--- src/rtl/alu_writeback.sv ---
// Writeback stage: buffers tagged ALU results in a small FIFO and commits them
// one at a time into a register file with a registered, read-first read port.
//
// state  | meaning
// -------+-----------------------------------------------------------------
// IDLE   | waiting; pops the FIFO head into staging when data is pending
// COMMIT | staged result is written to the register file at this edge
module alu_writeback #(
  parameter int DATA_W  = 8,
  parameter int RADDR_W = 4,
  parameter int DEPTH   = 4
) (
  input  logic               clk,
  input  logic               reset,
  input  logic               in_valid,
  input  logic [DATA_W-1:0]  in_data,
  input  logic [RADDR_W-1:0] in_reg_addr,
  output logic               in_ready,
  input  logic               flush,
  input  logic [RADDR_W-1:0] rd_addr,
  output logic [DATA_W-1:0]  rd_data,
  output logic [2:0]         level,
  output logic               wb_state,
  output logic [7:0]         wr_count,
  output logic               busy,
  output logic               overflow
);

  localparam int         PTR_W    = $clog2(DEPTH);
  localparam int         NREG     = 1 << RADDR_W;
  localparam logic [2:0] LVL_FULL = 3'(DEPTH);

  localparam logic [0:0] S_IDLE   = 1'b0;
  localparam logic [0:0] S_COMMIT = 1'b1;

  logic [RADDR_W-1:0] fifo_addr [DEPTH];
  logic [DATA_W-1:0]  fifo_data [DEPTH];
  logic [PTR_W-1:0]   head_q;
  logic [PTR_W-1:0]   tail_q;
  logic [2:0]         level_q;
  logic [0:0]         state_q;
  logic [RADDR_W-1:0] stg_addr;
  logic [DATA_W-1:0]  stg_data;
  logic [7:0]         wr_count_q;
  logic               overflow_q;
  logic [DATA_W-1:0]  rd_data_q;
  logic [DATA_W-1:0]  regfile [NREG];

  logic push;
  logic pop;
  logic commit;

  // Readiness looks only at the current level: a same-cycle pop never makes room.
  assign in_ready = (level_q != LVL_FULL) && !flush;
  assign push     = in_valid && in_ready;
  assign pop      = (state_q == S_IDLE) && (level_q != 3'd0) && !flush;
  assign commit   = (state_q == S_COMMIT) && !flush;

  assign level    = level_q;
  assign wb_state = state_q[0];
  assign wr_count = wr_count_q;
  assign busy     = (level_q != 3'd0) || (state_q == S_COMMIT);
  assign overflow = overflow_q;
  assign rd_data  = rd_data_q;

  // FIFO storage carries no reset; only the pointers and level define validity.
  always_ff @(posedge clk) begin
    if (push) begin
      fifo_addr[tail_q] <= in_reg_addr;
      fifo_data[tail_q] <= in_data;
    end
  end

  always_ff @(posedge clk or negedge reset) begin
    if (!reset) begin
      head_q  <= '0;
      tail_q  <= '0;
      level_q <= 3'd0;
    end else if (flush) begin
      head_q  <= '0;
      tail_q  <= '0;
      level_q <= 3'd0;
    end else begin
      if (push) tail_q <= tail_q + PTR_W'(1);
      if (pop)  head_q <= head_q + PTR_W'(1);
      case ({push, pop})
        2'b10:   level_q <= level_q + 3'd1;
        2'b01:   level_q <= level_q - 3'd1;
        default: level_q <= level_q;
      endcase
    end
  end

  always_ff @(posedge clk or negedge reset) begin
    if (!reset) begin
      state_q  <= S_IDLE;
      stg_addr <= '0;
      stg_data <= '0;
    end else if (flush) begin
      state_q <= S_IDLE;
    end else begin
      case (state_q)
        S_IDLE: begin
          if (pop) begin
            stg_addr <= fifo_addr[head_q];
            stg_data <= fifo_data[head_q];
            state_q  <= S_COMMIT;
          end
        end
        S_COMMIT: state_q <= S_IDLE;
        default:  state_q <= S_IDLE;
      endcase
    end
  end

  always_ff @(posedge clk or negedge reset) begin
    if (!reset) begin
      wr_count_q <= 8'd0;
    end else if (commit) begin
      wr_count_q <= wr_count_q + 8'd1;
    end
  end

  // Sticky until reset; a dropped input during flush is not an overflow.
  always_ff @(posedge clk or negedge reset) begin
    if (!reset) begin
      overflow_q <= 1'b0;
    end else if (in_valid && !in_ready && !flush) begin
      overflow_q <= 1'b1;
    end
  end

  always_ff @(posedge clk or negedge reset) begin
    if (!reset) begin
      for (int i = 0; i < NREG; i++) regfile[i] <= '0;
    end else if (commit) begin
      regfile[stg_addr] <= stg_data;
    end
  end

  // Nonblocking read of the array gives read-first behaviour on a same-edge commit.
  always_ff @(posedge clk or negedge reset) begin
    if (!reset) begin
      rd_data_q <= '0;
    end else begin
      rd_data_q <= regfile[rd_addr];
    end
  end

endmodule
--- config.mk ---
export PLATFORM = sky130hd
export DESIGN_NAME = alu_writeback
export DESIGN_NICKNAME = d
export VERILOG_FILES = /design/src/rtl/alu_writeback.sv
export SDC_FILE = /design/constraint.sdc
export NUM_CORES = 1
export LEC_CHECK = 0
export CAP_MARGIN = 25
export CORE_MARGIN = 4
export CORE_UTILIZATION = 65
export DETAILED_ROUTE_END_ITERATION = 10
export PLACE_DENSITY = 0.85
export SYNTH_ARGS = -nofsm -noshare
export SYNTH_HDL_FRONTEND = slang
export SYNTH_SLANG_ARGS = --single-unit
--- constraint.sdc ---
create_clock -name clk -period 5.8 [get_ports clk]
set_input_delay 1.16 -clock clk [delete_from_list [all_inputs] [get_ports clk]]
set_output_delay 1.16 -clock clk [all_outputs]
set_load 0.005 [all_outputs]
==> results.json <==
{
  "port_buffers": 42,
  "cts_tree": "yes",
  "min_to": "overflow$_DFFE_PN0P_",
  "rsz0062_at_grt": "false",
  "dieHeight_um": 127,
  "p_total_mw": 4.80,
  "syn_inst": 550,
  "grt_max_degree": 119,
  "maxSlewHeadroom": 0.449,
  "antenna_left": 0,
  "use_met2": 0.419,
  "grtUsageMet3": 0.0434,
  "route.detailed.drc": 0,
  "post_cts_resized": 0,
  "ys_seq_area_frac": 0.607,
  "critPathArrivalTime_ps": 2520,
  "skew_ps": 11.7,
  "worstSetupStartpoint": "flush",
  "finalWorstSetupSlack_ps": 2120,
  "hold-path-cell-count": 1,
  "async_flop_share": 0.775,
  "syn-num-nets": 576,
  "fin_crit_ps": 3680,
  "post-route-util": 0.755,
  "holdBufCountCts": 0,
  "cts_post_setup_buffers_inserted": 0,
  "numCtsBuffers": 22,
  "hold_violations": 0,
  "vias": 4885,
  "gr-max-usage-layer": "met2",
  "core_area_um2": 13900,
  "reg2reg_slack_ps": 3450,
  "worstSetupEndpointType": "output pin",
  "grt_antenna_before_repair": 0,
  "required_ps": 4640,
  "cts.clk_slew.worst_paths_ps": 60,
  "clock.fmax_mhz": 272,
  "grt_use_total": 0.241,
  "grt_first_pass_wirelength_mm": 30.2,
  "max-cap-violations": 0,
  "initial_utilization": 0.661,
  "place.gp.congestion": 0.778,
  "worstMarginPinSlew_ps": 826,
  "clock_path_buffers": 3,
  "synth_ff_type": "dfrtp_1",
  "insertion_delay_ps": 500,
  "criticalPathCategory": "in -> out",
  "cts_max_level": 1,
  "min_path_type": "reg -> reg",
  "r2r-end": "level[2]$_DFFE_PN0P_",
  "io_pins": 43,
  "row_count": 43,
  "startpoint_type": "input port",
  "place_area_um2": 9700,
  "synth_edf_count": 48,
  "synth_cell_types": 45,
  "leakagePower_nw": 4.60,
  "diodes": 0,
  "reg2reg_from": "level[1]$_DFFE_PN0P_",
  "final.setup.tns_ps": 0,
  "first_pass_iters": 4,
  "outcome": "complete, no violations",
  "finalSetupViolations": 0,
  "yosysWarnings": 0,
  "design_area_um2": 10500,
  "synth-seq-cells": 213,
  "grt_overflow_total": 0,
  "cts_root_buf": "clkbuf_16",
  "grt_pass1_vias": 5575,
  "area_growth_pct": 14.1,
  "met1_usage": 0.318,
  "dp_slack_ps": 2150,
  "slew_violations": 0,
  "powerDensity_nw_per_um2": 458,
  "routed_wl_mm": 18.5,
  "hp-start": "overflow$_DFFE_PN0P_",
  "fin_crit_sh": 0.634,
  "syn_avg_cell_area_um2": 16.7,
  "synth_area_um2": 9180,
  "clock-sinks": 213,
  "worstRegToRegCells": 7,
  "drive_gt1_frac": 0.408,
  "die_w_um": 127,
  "nets": 616,
  "peakVddDrop_uv": 318,
  "wire_per_inst_um": 23.5,
  "dp_hpwl_mm": 11.5,
  "die_area_um2": 16100,
  "viasPerCell": 6.22,
  "drt-initial-drc-count": 249,
  "cp_max_fo": 15
}
synth_stat cells (all sizes together) (2+ instances only):
cell type	instances	area share
dfrtp	165	0.45
mux2	141	0.17
edfxtp	48	0.16
mux4	44	0.11
nand2	27	0.013
buf	17	0.011
a22oi	16	0.013
clkbuf	13	0.0053
nor2	12	0.0052
xnor2	10	0.010
and3	6	0.0041
nor2b	6	0.0041
ha	5	0.0068
nand2b	5	0.0034
nor3b	5	0.0090
inv	4	0.0016
nand3	4	0.0035
and2b	3	0.0026
nor3	3	0.0022
and2	2	0.0016
nand4	2	0.0014
per-stage QoR:
step                      cells  hold slack [ps]
after floorplan             550              451
after CTS                   784              469
after global placement      745              444
after global routing        785              497
after detailed placement    745              447
final                       785              461
power breakdown:
part / internal (mW) / switching, mW / total, mW
registers: 1.92 / 0.437 / 2.35
clock network: 0.864 / 0.565 / 1.43
logic: 0.640 / 0.379 / 1.02
total: 3.42 / 1.38 / 4.80
worst max-delay path, stage by stage:
cell and delay (ps):
clkdlybuf4s50_1 630, nor2_1 200, clkdlybuf4s50_1 520
area by class of cell:
class | count | area (um^2)
Sequential cell | 213 | 5570
Multi-Input combinational cell | 303 | 3450
Fill cell | 812 | 3410
Clock buffer | 28 | 634
Timing Repair Buffer | 46 | 467
Tap cell | 180 | 225
Clock inverter | 11 | 118
Inverter | 4 | 15.0
cell usage in the layout (no fill, tap or decap), types with 2 or more instances in the layout:
| cell type | instances |
|---|---|
| dfrtp_1 | 165 |
| clkbuf_8 | 4 |
| inv_1 | 4 |
| nor3b_4 | 4 |
| nand3_1 | 3 |
| clkbuf_16 | 23 |
| nand2_2 | 9 |
| xnor2_1 | 9 |
| clkdlybuf4s50_1 | 40 |
| clkinv_2 | 3 |
| mux2_2 | 139 |
| and3_1 | 6 |
| buf_4 | 3 |
| ha_1 | 5 |
| nand2b_1 | 5 |
| nand4_1 | 2 |
| mux4_2 | 44 |
| edfxtp_1 | 48 |
| nor3_1 | 2 |
| mux2_1 | 2 |
| clkinvlp_4 | 4 |
| bufinv_16 | 2 |
| a22oi_1 | 16 |
| nor2_1 | 11 |
| nand2_1 | 18 |
| nor2b_1 | 6 |
| and2b_1 | 2 |
cell families (layout without fill, tap and decap cells):
group	count (synthesis)	in the layout	synth area share
flip-flops	213	213	0.607
multiplexers	186	186	0.282
AND/OR/NAND/NOR	80	80	0.0566
buffers and inverters	34	89	0.0179
AO/OA/AOI/OAI	20	20	0.0165
XOR/XNOR	11	11	0.0113
adder cells (fa/ha/maj)	6	6	0.00900
how the worst max path moves through the flow:
stage,endpoint,slack [ps],cells past startpoint
2_1_floorplan,level[2]$_DFFE_PN0P_,3070,8
3_3_place_gp,in_ready,2170,3
3_5_place_dp,in_ready,2150,3
4_1_cts,in_ready,2130,3
5_1_grt,in_ready,2070,3
6_report,in_ready,2120,3
flip-flops by register name (all words and copies together) (netlist names):
register   flops
overflow       1
head_q         2
level          3
fifo_addr     16
rd_data        8
stg_addr       4
wb_state       1
tail_q         2
fifo_data     32
wr_count       8
stg_data       8
regfile      128
metal layers:
metal | part of all wire | vias to the layer above | wire length, um
li1 | - | 2143 | -
met1 | 0.42 | 2613 | 7720
met2 | 0.53 | 103 | 9710
met3 | 0.035 | 26 | 650
met4 | 0.020 | 0 | 365
met5 | 0 | - | 0
No activity file was read; power rests on OpenSTA's default activity.
